===== config.mk =====
export PLATFORM = sky130hd
export DESIGN_NAME = exc_stage_pipe_flat
export DESIGN_NICKNAME = d
export VERILOG_FILES = /design/src/rtl/exc_stage_pipe_pkg.sv /design/src/rtl/exc_stage_pipe_if.sv /design/src/rtl/exc_prio_sel.sv /design/src/rtl/exc_stage_pipe.sv /design/src/flat_wrapper.sv
export SDC_FILE = /design/constraint.sdc
export NUM_CORES = 1
export LEC_CHECK = 0
export BUFFER_PORTS_ARGS = -buffer_cell sky130_fd_sc_hd__buf_2
export CORE_MARGIN = 8
export CORE_UTILIZATION = 35
export CTS_BUF_LIST = sky130_fd_sc_hd__clkbuf_16
export CTS_CLUSTER_SIZE = 14
export DETAILED_ROUTE_END_ITERATION = 10
export GPL_ROUTABILITY_DRIVEN = 0
export PLACE_DENSITY = 0.68
export SLEW_MARGIN = 20
export SYNTH_ARGS = -nofsm -noshare
export SYNTH_HDL_FRONTEND = slang
export SYNTH_HIERARCHICAL = 1
export SYNTH_SLANG_ARGS = --single-unit

===== constraint.sdc =====
create_clock -name clk -period 1.99 [get_ports clk]
set_clock_uncertainty 0.15 [all_clocks]
set_input_delay 0.2985 -clock clk [delete_from_list [all_inputs] [get_ports clk]]
set_output_delay 0.2985 -clock clk [all_outputs]
set_load 0.01 [all_outputs]

===== src/rtl/exc_stage_pipe_pkg.sv =====
// rtl/exc_stage_pipe_pkg.sv - shared ExcCode constants, code width and FSM encodings
//
// Purpose: common definitions for the exception-tracking stage register.
//   EXC_CODE_W matches the CP0 Cause[6:2] field. IDLE/PEND are the two
//   states of the kill-window FSM.
// Ports: none (package).
package exc_stage_pipe_pkg;

  localparam int EXC_CODE_W = 5;

  localparam logic [EXC_CODE_W-1:0] ExcCode_int  = 5'd0;
  localparam logic [EXC_CODE_W-1:0] ExcCode_adel = 5'd4;
  localparam logic [EXC_CODE_W-1:0] ExcCode_ades = 5'd5;
  localparam logic [EXC_CODE_W-1:0] ExcCode_ri   = 5'd10;
  localparam logic [EXC_CODE_W-1:0] ExcCode_ov   = 5'd12;

  localparam logic [0:0] IDLE = 1'b0;
  localparam logic [0:0] PEND = 1'b1;

endpackage


===== src/rtl/exc_stage_pipe_if.sv =====
// rtl/exc_stage_pipe_if.sv - control/data bundle of the exception stage register
//
// Purpose: groups stall/flush, the incoming instruction/exception fields and
//   the registered outputs. EXC_STAGE_CNT_EN adds the ExcCnt counter output.
// Modports:
//   master - drives stall, flush, InstrValidIn, ExcValidIn, ExcCodeIn,
//            SrcReq, SrcCode; observes the registered outputs.
//   slave  - the stage register itself; the reverse directions.
interface exc_stage_pipe_if
  import exc_stage_pipe_pkg::*;
#(
  parameter int NSRC   = 2,
  parameter int CODE_W = EXC_CODE_W
);

  logic                     stall;
  logic                     flush;
  logic                     InstrValidIn;
  logic                     ExcValidIn;
  logic [CODE_W-1:0]        ExcCodeIn;
  logic [NSRC-1:0]          SrcReq;
  logic [NSRC*CODE_W-1:0]   SrcCode;
  logic                     InstrValidOut;
  logic                     ExcValidOut;
  logic [CODE_W-1:0]        ExcCodeOut;
  logic                     KillOut;
  logic                     Pend;
`ifdef EXC_STAGE_CNT_EN
  logic [15:0]              ExcCnt;

  modport master (
    output stall, flush, InstrValidIn, ExcValidIn, ExcCodeIn, SrcReq, SrcCode,
    input  InstrValidOut, ExcValidOut, ExcCodeOut, KillOut, Pend, ExcCnt
  );

  modport slave (
    input  stall, flush, InstrValidIn, ExcValidIn, ExcCodeIn, SrcReq, SrcCode,
    output InstrValidOut, ExcValidOut, ExcCodeOut, KillOut, Pend, ExcCnt
  );
`else
  modport master (
    output stall, flush, InstrValidIn, ExcValidIn, ExcCodeIn, SrcReq, SrcCode,
    input  InstrValidOut, ExcValidOut, ExcCodeOut, KillOut, Pend
  );

  modport slave (
    input  stall, flush, InstrValidIn, ExcValidIn, ExcCodeIn, SrcReq, SrcCode,
    output InstrValidOut, ExcValidOut, ExcCodeOut, KillOut, Pend
  );
`endif

endinterface


===== src/rtl/exc_prio_sel.sv =====
// rtl/exc_prio_sel.sv - combinational lowest-index-wins exception source selector
//
// Purpose: picks the code of the lowest-numbered asserted request.
// Ports:
//   req      in  NSRC         request per source, index 0 highest priority
//   src_code in  NSRC*CODE_W  source i code at [i*CODE_W +: CODE_W]
//   hit      out 1            any request asserted
//   code     out CODE_W       selected code, 0 when no request
module exc_prio_sel #(
  parameter int NSRC   = 2,
  parameter int CODE_W = 5
) (
  input  logic [NSRC-1:0]        req,
  input  logic [NSRC*CODE_W-1:0] src_code,
  output logic                   hit,
  output logic [CODE_W-1:0]      code
);

  // Scan from the highest index down so the lowest set index is written last.
  always_comb begin
    hit  = |req;
    code = '0;
    for (int i = NSRC - 1; i >= 0; i--) begin
      if (req[i]) begin
        code = src_code[i*CODE_W +: CODE_W];
      end
    end
  end

endmodule


===== src/rtl/exc_stage_pipe.sv =====
// rtl/exc_stage_pipe.sv - exception-tracking pipeline register between CPU stages
//
// Purpose: merges the upstream exception with NSRC local sources (upstream
//   first, then lowest local index), registers the result under
//   reset > flush > stall > load, and after an exception is registered marks
//   every younger valid instruction as killed until flush.
//   Optional macro EXC_STAGE_CNT_EN adds a saturating 16-bit ExcCnt of
//   IDLE->PEND entries (cleared by reset only, frozen by stall).
// Ports:
//   clk    in  rising-edge clock
//   reset  in  synchronous active-high reset
//   bus    exc_stage_pipe_if.slave - stall/flush, inputs, registered outputs
module exc_stage_pipe
  import exc_stage_pipe_pkg::*;
#(
  parameter int NSRC   = 2,
  parameter int CODE_W = EXC_CODE_W
) (
  input  logic                  clk,
  input  logic                  reset,
  exc_stage_pipe_if.slave       bus
);

  logic [0:0]        state;
  logic              instr_valid_q;
  logic              exc_valid_q;
  logic [CODE_W-1:0] exc_code_q;
  logic              kill_q;

  logic              loc_hit;
  logic [CODE_W-1:0] loc_code;
  logic              exc_hit;
  logic [CODE_W-1:0] exc_code_sel;
  logic              load;
  logic              enter_pend;

  exc_prio_sel #(
    .NSRC   (NSRC),
    .CODE_W (CODE_W)
  ) u_prio_sel (
    .req      (bus.SrcReq),
    .src_code (bus.SrcCode),
    .hit      (loc_hit),
    .code     (loc_code)
  );

  // The upstream exception was detected first for the same instruction,
  // so it beats every local source.
  assign exc_hit      = bus.ExcValidIn | loc_hit;
  assign exc_code_sel = bus.ExcValidIn ? bus.ExcCodeIn : loc_code;

  assign load       = !reset && !bus.flush && !bus.stall;
  assign enter_pend = load && bus.InstrValidIn && (state == IDLE) && exc_hit;

  always_ff @(posedge clk) begin
    if (reset) begin
      state         <= IDLE;
      instr_valid_q <= 1'b0;
      exc_valid_q   <= 1'b0;
      exc_code_q    <= '0;
      kill_q        <= 1'b0;
    end else if (bus.flush) begin
      state         <= IDLE;
      instr_valid_q <= 1'b0;
      exc_valid_q   <= 1'b0;
      exc_code_q    <= '0;
      kill_q        <= 1'b0;
    end else if (!bus.stall) begin
      instr_valid_q <= bus.InstrValidIn;
      if (!bus.InstrValidIn) begin
        // Bubble: nothing to kill or report; state is left alone.
        exc_valid_q <= 1'b0;
        exc_code_q  <= '0;
        kill_q      <= 1'b0;
      end else if (state == PEND) begin
        // Younger than the pending exception; its own exceptions are dropped.
        exc_valid_q <= 1'b0;
        exc_code_q  <= '0;
        kill_q      <= 1'b1;
      end else if (exc_hit) begin
        exc_valid_q <= 1'b1;
        exc_code_q  <= exc_code_sel;
        kill_q      <= 1'b0;
        state       <= PEND;
      end else begin
        exc_valid_q <= 1'b0;
        exc_code_q  <= ExcCode_int[CODE_W-1:0];
        kill_q      <= 1'b0;
      end
    end
  end

  assign bus.InstrValidOut = instr_valid_q;
  assign bus.ExcValidOut   = exc_valid_q;
  assign bus.ExcCodeOut    = exc_code_q;
  assign bus.KillOut       = kill_q;
  assign bus.Pend          = (state == PEND);

`ifdef EXC_STAGE_CNT_EN
  logic [15:0] exc_cnt_q;

  always_ff @(posedge clk) begin
    if (reset) begin
      exc_cnt_q <= '0;
    end else if (enter_pend && (exc_cnt_q != 16'hFFFF)) begin
      exc_cnt_q <= exc_cnt_q + 16'd1;
    end
  end

  assign bus.ExcCnt = exc_cnt_q;
`else
  logic unused_enter_pend;
  assign unused_enter_pend = enter_pend;
`endif

endmodule


===== src/flat_wrapper.sv =====
// flat-port wrapper written by rule: the top's interface ports become plain ports
module exc_stage_pipe_flat import exc_stage_pipe_pkg::*;
#(
  parameter int NSRC   = 2,
  parameter int CODE_W = EXC_CODE_W
)
  (clk, reset, bus_stall, bus_flush, bus_InstrValidIn, bus_ExcValidIn, bus_ExcCodeIn, bus_SrcReq, bus_SrcCode, bus_InstrValidOut, bus_ExcValidOut, bus_ExcCodeOut, bus_KillOut, bus_Pend);
  exc_stage_pipe_if #(.NSRC(NSRC), .CODE_W(CODE_W)) bus_i ();
  input  logic clk;
  input  logic reset;
  input wire logic [$bits(bus_i.stall)-1:0] bus_stall;
  input wire logic [$bits(bus_i.flush)-1:0] bus_flush;
  input wire logic [$bits(bus_i.InstrValidIn)-1:0] bus_InstrValidIn;
  input wire logic [$bits(bus_i.ExcValidIn)-1:0] bus_ExcValidIn;
  input wire logic [$bits(bus_i.ExcCodeIn)-1:0] bus_ExcCodeIn;
  input wire logic [$bits(bus_i.SrcReq)-1:0] bus_SrcReq;
  input wire logic [$bits(bus_i.SrcCode)-1:0] bus_SrcCode;
  output wire logic [$bits(bus_i.InstrValidOut)-1:0] bus_InstrValidOut;
  output wire logic [$bits(bus_i.ExcValidOut)-1:0] bus_ExcValidOut;
  output wire logic [$bits(bus_i.ExcCodeOut)-1:0] bus_ExcCodeOut;
  output wire logic [$bits(bus_i.KillOut)-1:0] bus_KillOut;
  output wire logic [$bits(bus_i.Pend)-1:0] bus_Pend;
  assign bus_i.stall = bus_stall;
  assign bus_i.flush = bus_flush;
  assign bus_i.InstrValidIn = bus_InstrValidIn;
  assign bus_i.ExcValidIn = bus_ExcValidIn;
  assign bus_i.ExcCodeIn = bus_ExcCodeIn;
  assign bus_i.SrcReq = bus_SrcReq;
  assign bus_i.SrcCode = bus_SrcCode;
  assign bus_InstrValidOut = bus_i.InstrValidOut;
  assign bus_ExcValidOut = bus_i.ExcValidOut;
  assign bus_ExcCodeOut = bus_i.ExcCodeOut;
  assign bus_KillOut = bus_i.KillOut;
  assign bus_Pend = bus_i.Pend;
  exc_stage_pipe #(.NSRC(NSRC), .CODE_W(CODE_W)) u_core (.clk(clk), .reset(reset), .bus(bus_i));
endmodule

# Word level (Yosys, flattened, before mapping)
# Index checks and enable logic that the tools add are counted.
[word_totals] reg_bits=9 latch_bits=0 ramBits=0 rom_bits=0 in_bits=23 out_inout_bits=9 memories=0
[classes] add_sub_neg=0 multipliers=0 div=0 n_lt_le_gt_ge=0 n_eq_ne=0 shifts=0 muxes=12 n_bitwise=2 reduce_logical=3
[ops] operator="$mux W5" n=6
[ops] operator="$mux W1" n=6
[ops] operator="$reduce_or A2 Y1" n=2
[ops] operator="$reduce_and A2 Y1" n=1
[ops] operator="$not A1 Y1" n=1
[ops] operator="$or A1 B1 Y1" n=1

# Logic depth before layout (Yosys ltp)
# Gate-level depths: netlist of the first run.
[logic_depth] ltp_word=6 mapped_depth=5

# By module
# Netlist of the first run, hierarchy kept.
[modules_own_cells] mod="exc_stage_pipe" n_inst=1 cells_each=40 area_per_inst_um2=429.2 seq_area_each_um2=180.2
[modules_own_cells] mod="exc_prio_sel" n_inst=1 cells_each=12 area_per_inst_um2=82.6 seq_area_each_um2=0.0

# Worst setup path after synthesis of the first run
# OpenSTA, ideal clock, no wires.
[synth_timing] path_type="input to register" from="input port bus_SrcReq[0]" to="register u_core.exc_valid_q (netlist: u_core/bus.ExcValidOut)" setup_time_ns=0.131 arrival_ns=0.999 slack_ns=0.710 stages=4 path_cell_list="buf_6 -> or2_1 -> o211ai_4 -> a21oi_1"
[synth_between] elab_chain_len=5
[synth_rtl] element="start: declaration" line_no="flat_wrapper.sv:16" text="input wire logic [$bits(bus_i.SrcReq)-1:0] bus_SrcReq;"
[synth_rtl] element="$reduce_or A2 Y1" line_no="exc_prio_sel.sv:21" text="hit = |req;"
[synth_rtl] element="net u_core.loc_hit" line_no="exc_stage_pipe.sv:30" text="logic loc_hit;"
[synth_rtl] element="$or A1 B1 Y1" line_no="exc_stage_pipe.sv:49" text="assign exc_hit = bus.ExcValidIn | loc_hit;"
[synth_rtl] element="$mux W1" line_no="exc_stage_pipe.sv:80" text="end else if (exc_hit) begin"
[synth_rtl] element="$mux W1" line_no="exc_stage_pipe.sv:75" text="end else if (state == PEND) begin"
[synth_rtl] element="$mux W1" line_no="exc_stage_pipe.sv:70" text="if (!bus.InstrValidIn) begin"
[synth_rtl] element="end signal: assignment" line_no="exc_stage_pipe.sv:72" text="exc_valid_q <= 1'b0;"
[synth_rtl] element="end signal: assignment" line_no="exc_stage_pipe.sv:77" text="exc_valid_q <= 1'b0;"
[synth_rtl] element="end signal: assignment" line_no="exc_stage_pipe.sv:81" text="exc_valid_q <= 1'b1;"
[synth_rtl] element="end: declaration" line_no="exc_stage_pipe.sv:26" text="logic exc_valid_q;"
# The timed path passes the listed nets, and every way through them passes these cells.
# A chain may end at the register's enable or synchronous reset.

# Worst setup path after layout of the first run
[layout_timing] from="input port bus_SrcReq[0]" to="register u_core.exc_code_q[3] (netlist: u_core/bus.ExcCodeOut[3])"
[layout_between] elab_chain_len=5 word_cells_on_any_way=7 cone_classes="5 x mux; 1 x bitwise; 1 x reduce/logical"
[layout_rtl] element="$reduce_or A2 Y1" line_no="exc_prio_sel.sv:21"
[layout_rtl] element="net u_core.loc_hit" line_no="exc_stage_pipe.sv:30"
[layout_rtl] element="$or A1 B1 Y1" line_no="exc_stage_pipe.sv:49"
[layout_rtl] element="$mux W5" line_no="exc_stage_pipe.sv:80"
[layout_rtl] element="$mux W5" line_no="exc_stage_pipe.sv:75"
[layout_rtl] element="$mux W5" line_no="exc_stage_pipe.sv:70"
[layout_rtl] element="end signal: assignment" line_no="exc_stage_pipe.sv:82" text="exc_code_q <= exc_code_sel;"
[layout_rtl] element="end signal: assignment" line_no="exc_stage_pipe.sv:87" text="exc_code_q <= ExcCode_int[CODE_W-1:0];"
[layout_rtl] element="end: declaration" line_no="exc_stage_pipe.sv:27" text="logic [CODE_W-1:0] exc_code_q;"
# The timed path passes the listed nets, and every way through them passes these cells.

==> results of run 1 <==
==> cells in the final DEF, fill, tap and decap left out, types with 2 or more instances in the layout <==
cell type  instances
dfxtp_1            9
or2_1              2
nand3_1            5
buf_2             31
mux2i_1            5
clkbuf_16          3
nor2b_4            2
nor2_1             3
a22o_1             3
o21ai_0            3
inv_1              2
a21oi_1            3
nand2_1            5
o31ai_2            5
==> synthesized netlist by cell type <==
cell type	number	area share
buf_4	1	0.015
a22o_1	3	0.051
nand3_1	5	0.049
a21oi_1	3	0.029
dfxtp_1	9	0.35
nor2_1	3	0.022
nand2_1	5	0.037
or2_1	2	0.024
buf_6	2	0.044
o31ai_2	5	0.12
mux2i_1	5	0.098
nor2b_4	2	0.054
o21ai_0	3	0.029
inv_1	1	0.0073
o211ai_4	1	0.042
a22oi_1	1	0.015
buf_2	1	0.0098
==> final cells by class <==
type / count / area [sq um] / share of cell area
clock buffer: 3 / 75.1 / 0.103
timing repair buffer: 31 / 155 / 0.213
tap: 15 / 18.8 / 0.0257
sequential: 9 / 180 / 0.247
inverter: 1 / 3.75 / 0.00515
multi-input combinational: 38 / 293 / 0.401
clock inverter: 1 / 3.75 / 0.00515
==> power by group through the flow <==
stage / registers [mW] / logic (mW) / clock network [mW]
final: 0.187 / 0.0749 / 0.343
after global routing: 0.187 / 0.0832 / 0.367
after CTS: 0.187 / 0.0759 / 0.350
after detailed placement: 0.190 / 0.0758 / 0
after global placement: 0.190 / 0.0745 / 0
after floorplan: 0.192 / 0.0485 / 0
==> routing by layer <==
metal  routed length [um]  vias up  track usage
li1                     -      252            -
met1                  556      184        0.115
met2                  493       28        0.134
met3                  179        2       0.0569
met4                   10        0       0.0615
met5                    0        -            0
==> worst register-to-register path, stage by stage (launching register included) <==
cell	delay, ns
dfxtp_1	0.31
inv_1	0.11
o211ai_4	0.13
o31ai_2	0.25
==> cells by family after synthesis <==
logic type | after synthesis | share of synthesized area
compound gates | 16 | 0.289
flops | 9 | 0.352
buf+inv | 5 | 0.0758
simple gates | 17 | 0.186
mux | 5 | 0.0978
==> registers in the layout (all words and copies together) (netlist names) <==
register                  flops
u_core/bus.ExcCodeOut         5
u_core/bus.ExcValidOut        1
u_core/bus.InstrValidOut      1
u_core/bus.KillOut            1
u_core/bus.Pend               1
==> worst max-delay path by stage <==
stage	from	endpoint	slack [ns]	cells past startpoint
5_1_grt	bus_SrcReq[0]	u_core/bus.ExcValidOut$_SDFFE_PP0N_	0.77	4
6_report	bus_SrcReq[0]	u_core/bus.ExcCodeOut[3]$_SDFFE_PP0N_	0.83	4
3_3_place_gp	bus_SrcReq[0]	u_core/bus.ExcValidOut$_SDFFE_PP0N_	0.62	4
2_1_floorplan	bus_SrcReq[0]	u_core/bus.ExcValidOut$_SDFFE_PP0N_	0.71	4
3_5_place_dp	bus_SrcReq[0]	u_core/bus.ExcValidOut$_SDFFE_PP0N_	0.60	4
4_1_cts	bus_SrcReq[0]	u_core/bus.ExcCodeOut[3]$_SDFFE_PP0N_	0.83	4
==> results_dict.tcl, run 1 <==
set metrics [dict create \
    power_frac_comb 0.124 \
    reg2reg_from "u_core/bus.Pend$_SDFFE_PP0P_" \
    synth-seq-area-share 0.352 \
    grt_pass1_vias 522 \
    rsz0062_at_grt "false" \
    hp-start "bus_ExcCodeIn[2]" \
    min_path_type "in -> reg" \
    r2r_setup_slack_ns 0.95 \
    worstSetupStartpointType "primary input" \
    dieArea_sq_um 2940 \
    end_kind "register" \
    cp.arrival_ns 1.11 \
    vias_per_cell 4.76 \
    ys_types 17 \
    crit_path_max_incr_delay_ns 0.29 \
    path_buf_inv 1 \
    tritoncts "yes" \
    antenna_found_initial 0 \
    cap_viol_max_count 0 \
    initial_utilization 0.384 \
    synth_fp_nets 75 \
    drc_errors 0 \
    fin_tns_setup_ns 0 \
    cts_root_buf "clkbuf_16" \
    tightest_slew_ns 0.428 \
    track_usage 0.0980 \
    outcome "finished clean" \
    finalSetupViolations 0 \
    ys_ff_latch 9 \
    cp_top_family "compound AO/OA/AOI/OAI gates" \
    grt-ovfl-total 0 \
    fp.dieH_um 54.2 \
    drt_iter0_drc 10 \
    pre_cts_slack_ns 0.595 \
    reg2regPathDepth 3 \
    routedWlPerCell_um 12.7 \
    finalNonFillerCells 98 \
    cp_cell_sequence "buf_2, or2_1, o211ai_4, o31ai_2" \
    grt_first_pass_wirelength_um 2120 \
    path_max_fanout 9 \
    p_per_area_nw_per_um2 830 \
    die_w_um 54.2 \
    internal-power_uw 484 \
    timing.final.ws_setup_ns 0.829 \
    post_cts_buffers 0 \
    antenna_left 0 \
    slew-limit-headroom 0.715 \
    cts_hold_buf 0 \
    critPathRequiredTime_ns 1.94 \
    slew_viol_final 0 \
    avgSynthCellArea_sq_um 9.84 \
    final_core_utilization 0.547 \
    min_to "u_core/bus.ExcCodeOut[2]$_SDFFE_PP0N_" \
    p_switching_uw 122 \
    cpMaxStageDelayCell "o211ai_4" \
    hold_path_depth 3 \
    hold_ws_ns 0.259 \
    layout-drive-gt1-share 0.506 \
    cts_sinks 9 \
    drt_first_pass_iters 4 \
    critical_path_class "in -> reg" \
    r2r_end "u_core/bus.ExcCodeOut[3]$_SDFFE_PP0N_" \
    clk_latency_ns 0.23 \
    syn_inst 52 \
    diodes 0 \
    final_hold_viol_count 0 \
    clockBufferDepth 2 \
    grt_max_degree 10 \
    fmax_mhz 862 \
    cts.clk_slew.worst_paths_ns 0.04 \
    seq_power_share 0.309 \
    rows 13 \
    h-tree-depth 1 \
    synth_area_sq_um 512 \
    power_frac_clock 0.567 \
    core_sq_um 1330 \
    finalCritPeriodShare 0.583 \
    cts_inserted_buffers 3 \
    ir_worst_vdd_mv 0.360 \
    pin_count 32 \
    yosys_warnings 6 \
    p_sw_frac 0.201 \
    via_count 466 \
    fillerInstances 126 \
    cts_resized 0 \
    area_growth_pct 42.5 \
    p_leak_nw 0.364 \
    fin_nets 107 \
    placed_area_sq_um 651 \
    finalCriticalPeriod_ns 1.16 \
    place_inst 94 \
    p_total_uw 605 \
    wl_um 1240 \
    portBuffers 31 \
    fin_area_sq_um 729 \
]
Power figures use the tool's default switching activity.
==> run 2: changes to the inputs <==
==> constraint.sdc (replaced) <==
create_clock -name clk -period 1.2 [get_ports clk]
set_clock_uncertainty 0.15 [all_clocks]
set_input_delay 0.18 -clock clk [delete_from_list [all_inputs] [get_ports clk]]
set_output_delay 0.18 -clock clk [all_outputs]
set_load 0.01 [all_outputs]
==> results_dict.tcl, run 2 (synthesis results as in run 1) <==
set metrics [dict create \
    hpwl_um 1070 \
    fmax_mhz 956 \
    layout-drive-gt1-share 0.523 \
    h-tree-depth 1 \
    worstSetupStartpointType "register" \
    rows 13 \
    grt-ovfl-total 0 \
    clockBufferDepth 2 \
    die_w_um 54.2 \
    initial_utilization 0.384 \
    drt_iter0_drc 1 \
    fp.dieH_um 54.2 \
    p_per_area_nw_per_um2 1340 \
    fillerInstances 129 \
    cts_resized 0 \
    largest_reg_flops 5 \
    cp_top_family "flip-flops" \
    hold_ws_ns 0.140 \
    final_core_utilization 0.564 \
    outcome "finished clean" \
    cpMaxStageDelayCell "dfxtp_1" \
    slew-limit-headroom 0.725 \
    dieArea_sq_um 2940 \
    cts_sinks 9 \
    cp.depth 1 \
    portBuffers 31 \
    critPathRequiredTime_ns 0.87 \
    r2r_setup_slack_ns 0.19 \
    finalSetupViolations 0 \
    post_cts_buffers 0 \
    multi_input_area_sq_um 293 \
    min_path_type "in -> reg" \
    tightest_slew_ns 0.412 \
    diodes 0 \
    track_usage 0.0980 \
    ir_worst_vdd_mv 0.501 \
    regArea_sq_um 180 \
    reg2reg_from "u_core/bus.Pend$_SDFFE_PP0P_" \
    startpoint "u_core/bus.Pend$_SDFFE_PP0P_" \
    cp.arrival_ns 0.72 \
    pin_count 32 \
    slew_viol_final 0 \
    cts_root_buf "clkbuf_16" \
    cap_viol_max_count 0 \
    cts.clk_slew.worst_paths_ns 0.04 \
    placed_area_sq_um 673 \
    finalCriticalPeriod_ns 1.05 \
    cts_hold_buf 0 \
    grt_first_pass_wirelength_um 2130 \
    rsz0062_at_grt "false" \
    end_kind "output pin" \
    tritoncts "yes" \
    antenna_left 0 \
    layout_commonest_cell "buf_2" \
    p_leak_nw 0.378 \
    fin_nets 110 \
    reg2regPathDepth 3 \
    drc_errors 0 \
    grt_pass1_vias 555 \
    path_buf_inv 1 \
    wl_um 1250 \
    critical_path_class "reg -> out" \
    cp_cell_sequence "buf_2" \
    antenna_found_initial 0 \
    crit_end "bus_Pend" \
    clk_latency_ns 0.23 \
    final_hold_viol_count 0 \
    via_count 497 \
    path_max_fanout 3 \
    r2r_end "u_core/bus.ExcCodeOut[4]$_SDFFE_PP0N_" \
    drt_first_pass_iters 3 \
    core_sq_um 1330 \
    cts_inserted_buffers 3 \
    area_growth_pct 46.9 \
    fin_area_sq_um 752 \
    grt_max_degree 10 \
    vias_per_cell 4.92 \
    crit_path_max_incr_delay_ns 0.34 \
    final_cell_mix "buf_2, dfxtp_1" \
    routedWlPerCell_um 12.3 \
    finalCritPeriodShare 0.872 \
]
run 2: cell count changes in the layout (fill, tap and decap cells not counted):
| cell | before | now |
|---|---|---|
| buf_4 | 0 | 3 |
run 2: power breakdown:
| group | switching, mW | internal (mW) |
|---|---|---|
| clock | 0.129 | 0.434 |
| combinational | 0.0657 | 0.0669 |
| sequential | 0.00308 | 0.307 |
| total | 0.198 | 0.808 |
run 2: how the worst min path moves through the flow:
stage                                         from                               endpoint  slack [ns]  cells past startpoint
3_5_place_dp   u_core/bus.ExcValidOut$_SDFFE_PP0N_    u_core/bus.ExcValidOut$_SDFFE_PP0N_        0.30                      2
5_1_grt                                  bus_stall           u_core/bus.Pend$_SDFFE_PP0P_        0.16                      4
2_1_floorplan                     bus_ExcCodeIn[1]  u_core/bus.ExcCodeOut[1]$_SDFFE_PP0N_        0.27                      2
6_report                          bus_ExcCodeIn[3]  u_core/bus.ExcCodeOut[3]$_SDFFE_PP0N_        0.14                      3
4_1_cts                           bus_ExcCodeIn[2]  u_core/bus.ExcCodeOut[2]$_SDFFE_PP0N_        0.14                      3
3_3_place_gp   u_core/bus.ExcValidOut$_SDFFE_PP0N_    u_core/bus.ExcValidOut$_SDFFE_PP0N_        0.31                      2
run 2: routing by layer:
layer  share of wire  wire, um  GRT usage
met2            0.40       502      0.145
met1            0.47       583      0.107
met4          0.0080        10     0.0738
met3            0.12       150     0.0461
met5               0         0          0
run 2: through the flow:
| stage | worst slack [ns] | instances | power, mW | TNS, ns |
|---|---|---|---|---|
| after detailed placement | -0.0395 | 97 | 0.450 | -0.204 |
| final | 0.154 | 101 | 1.01 | 0 |
| after global routing | 0.108 | 101 | 1.05 | 0 |
| after floorplan | 0.0381 | 52 | 0.399 | 0 |
| after CTS | 0.153 | 101 | 1.02 | 0 |
| after global placement | -0.0249 | 97 | 0.446 | -0.102 |
run 2: cell type report:
cell class,instances,area share
multi-input cells,38,0.389
flip-flops and latches,9,0.240
repair buffers,34,0.236
clock buffers,3,0.0998
well taps,15,0.0250
clock inverters,1,0.00499
inverters,1,0.00499
==> run 3: changes to the inputs <==
--- a/config.mk
+++ b/config.mk
@@ -13,6 +13,7 @@
 export DETAILED_ROUTE_END_ITERATION = 10
 export GPL_ROUTABILITY_DRIVEN = 0
 export PLACE_DENSITY = 0.68
+export RECOVER_POWER = 100
 export SLEW_MARGIN = 20
 export SYNTH_ARGS = -nofsm -noshare
 export SYNTH_HDL_FRONTEND = slang
==> results_dict.tcl, run 3 (synthesis results as in run 1) <==
set metrics [dict create \
    outcome "finished clean" \
    path_max_fanout 3 \
    critPathRequiredTime_ns 0.87 \
    via_count 503 \
    cts_hold_buf 0 \
    layout_commonest_cell "buf_2" \
    grt_first_pass_wirelength_um 2130 \
    power_frac_comb 0.127 \
    worstSetupStartpointType "register" \
    slew-limit-headroom 0.765 \
    cts.clk_slew.worst_paths_ns 0.04 \
    dieArea_sq_um 2940 \
    clk_latency_ns 0.23 \
    layout-drive-gt1-share 0.384 \
    drc_errors 0 \
    ir_worst_vdd_mv 0.500 \
    grt_pass1_vias 555 \
    die_w_um 54.2 \
    cp.arrival_ns 0.74 \
    pin_count 32 \
    end_kind "output pin" \
    cp_cell_sequence "clkbuf_1" \
    cap_viol_max_count 0 \
    crit_path_max_incr_delay_ns 0.35 \
    seq_power_share 0.311 \
    fmax_mhz 930 \
    cts_resized 0 \
    cts_root_buf "clkbuf_16" \
    drt_first_pass_iters 2 \
    final_hold_viol_count 0 \
    fin_nets 110 \
    fillerInstances 133 \
    track_usage 0.0980 \
    h-tree-depth 1 \
    cts_sinks 9 \
    p_leak_nw 0.333 \
    grt_max_degree 10 \
    vias_per_cell 4.98 \
    portBuffers 31 \
    critical_path_class "reg -> out" \
    p_per_area_nw_per_um2 1380 \
    path_buf_inv 1 \
    antenna_found_initial 0 \
    tritoncts "yes" \
    cts_inserted_buffers 3 \
    drt_iter0_drc 3 \
    area_growth_pct 41.8 \
    finalCriticalPeriod_ns 1.07 \
    antenna_left 0 \
    core_sq_um 1330 \
    p_sw_frac 0.194 \
    hpwl_um 1070 \
    clockBufferDepth 2 \
    diodes 0 \
    finalCritPeriodShare 0.896 \
    rsz0062_at_grt "false" \
    rows 13 \
    cp_top_family "flip-flops" \
    initial_utilization 0.384 \
    power_frac_clock 0.562 \
    p_switching_uw 194 \
    fin_tns_setup_ns 0 \
    routedWlPerCell_um 12.5 \
    min_path_type "in -> reg" \
    largest_reg_flops 5 \
    grt-ovfl-total 0 \
    tightest_slew_ns 0.352 \
    timing.final.ws_setup_ns 0.125 \
    finalSetupViolations 0 \
    internal-power_uw 805 \
    wl_um 1260 \
    post_cts_buffers 0 \
    pre_cts_slack_ns -0.0395 \
    slew_viol_final 0 \
    cpMaxStageDelayCell "dfxtp_1" \
    final_cell_mix "buf_2, clkbuf_1, dfxtp_1" \
    fp.dieH_um 54.2 \
]
## run 3: cell types whose count changed in the layout (fill, tap and decap cells not counted)
cell,change
or2_0,+1
clkbuf_1,+9
o31ai_2,-3
buf_2,-9
or2_1,-1
o31ai_1,+3
## run 3: final cells by class
class                      count  area [sq um]  share of cell area
inverter                       1          3.75             0.00517
tap                           15          18.8              0.0259
sequential                     9           180               0.248
multi-input combinational     38           278               0.383
clock buffer                   3          75.1               0.103
timing repair buffer          34           166               0.229
clock inverter                 1          3.75             0.00517
## run 3: path summary, 6_finish.rpt
path	slack [ns]	end	cells after the start	from
worst max register to register	0.19	u_core/bus.ExcCodeOut[2]$_SDFFE_PP0N_	3	u_core/bus.Pend$_SDFFE_PP0P_
worst max-delay path	0.13	bus_Pend	1	u_core/bus.Pend$_SDFFE_PP0P_
worst min register to register	0.31	u_core/bus.ExcValidOut$_SDFFE_PP0N_	2	u_core/bus.ExcValidOut$_SDFFE_PP0N_
worst min-delay path	0.14	u_core/bus.ExcCodeOut[0]$_SDFFE_PP0N_	3	bus_ExcCodeIn[0]
## run 3: layer usage
layer  wire, um  share of wire  track usage
met5          0              0            0
met4         10         0.0079       0.0738
met3        155           0.12       0.0461
met2        505           0.40        0.145
met1        594           0.47        0.107
## run 3: stage by stage
stage	total power [mW]	cells	utilization	hold WS [ns]	cell area (sq um)
floorplan	0.399	52	-	0.270	512
global placement	0.446	97	0.505	0.307	673
detailed placement	0.450	97	0.505	0.302	673
CTS	1.02	101	0.564	0.144	752
global route	1.05	101	0.544	0.161	726
finish	1.00	101	0.544	0.140	726
## run 3: power groups by stage
stage | sequential, mW | clock, mW | combinational, mW
finish | 0.311 | 0.562 | 0.127
global route | 0.311 | 0.593 | 0.141
CTS | 0.310 | 0.574 | 0.135
detailed placement | 0.315 | 0 | 0.135
global placement | 0.315 | 0 | 0.131
floorplan | 0.318 | 0 | 0.0804
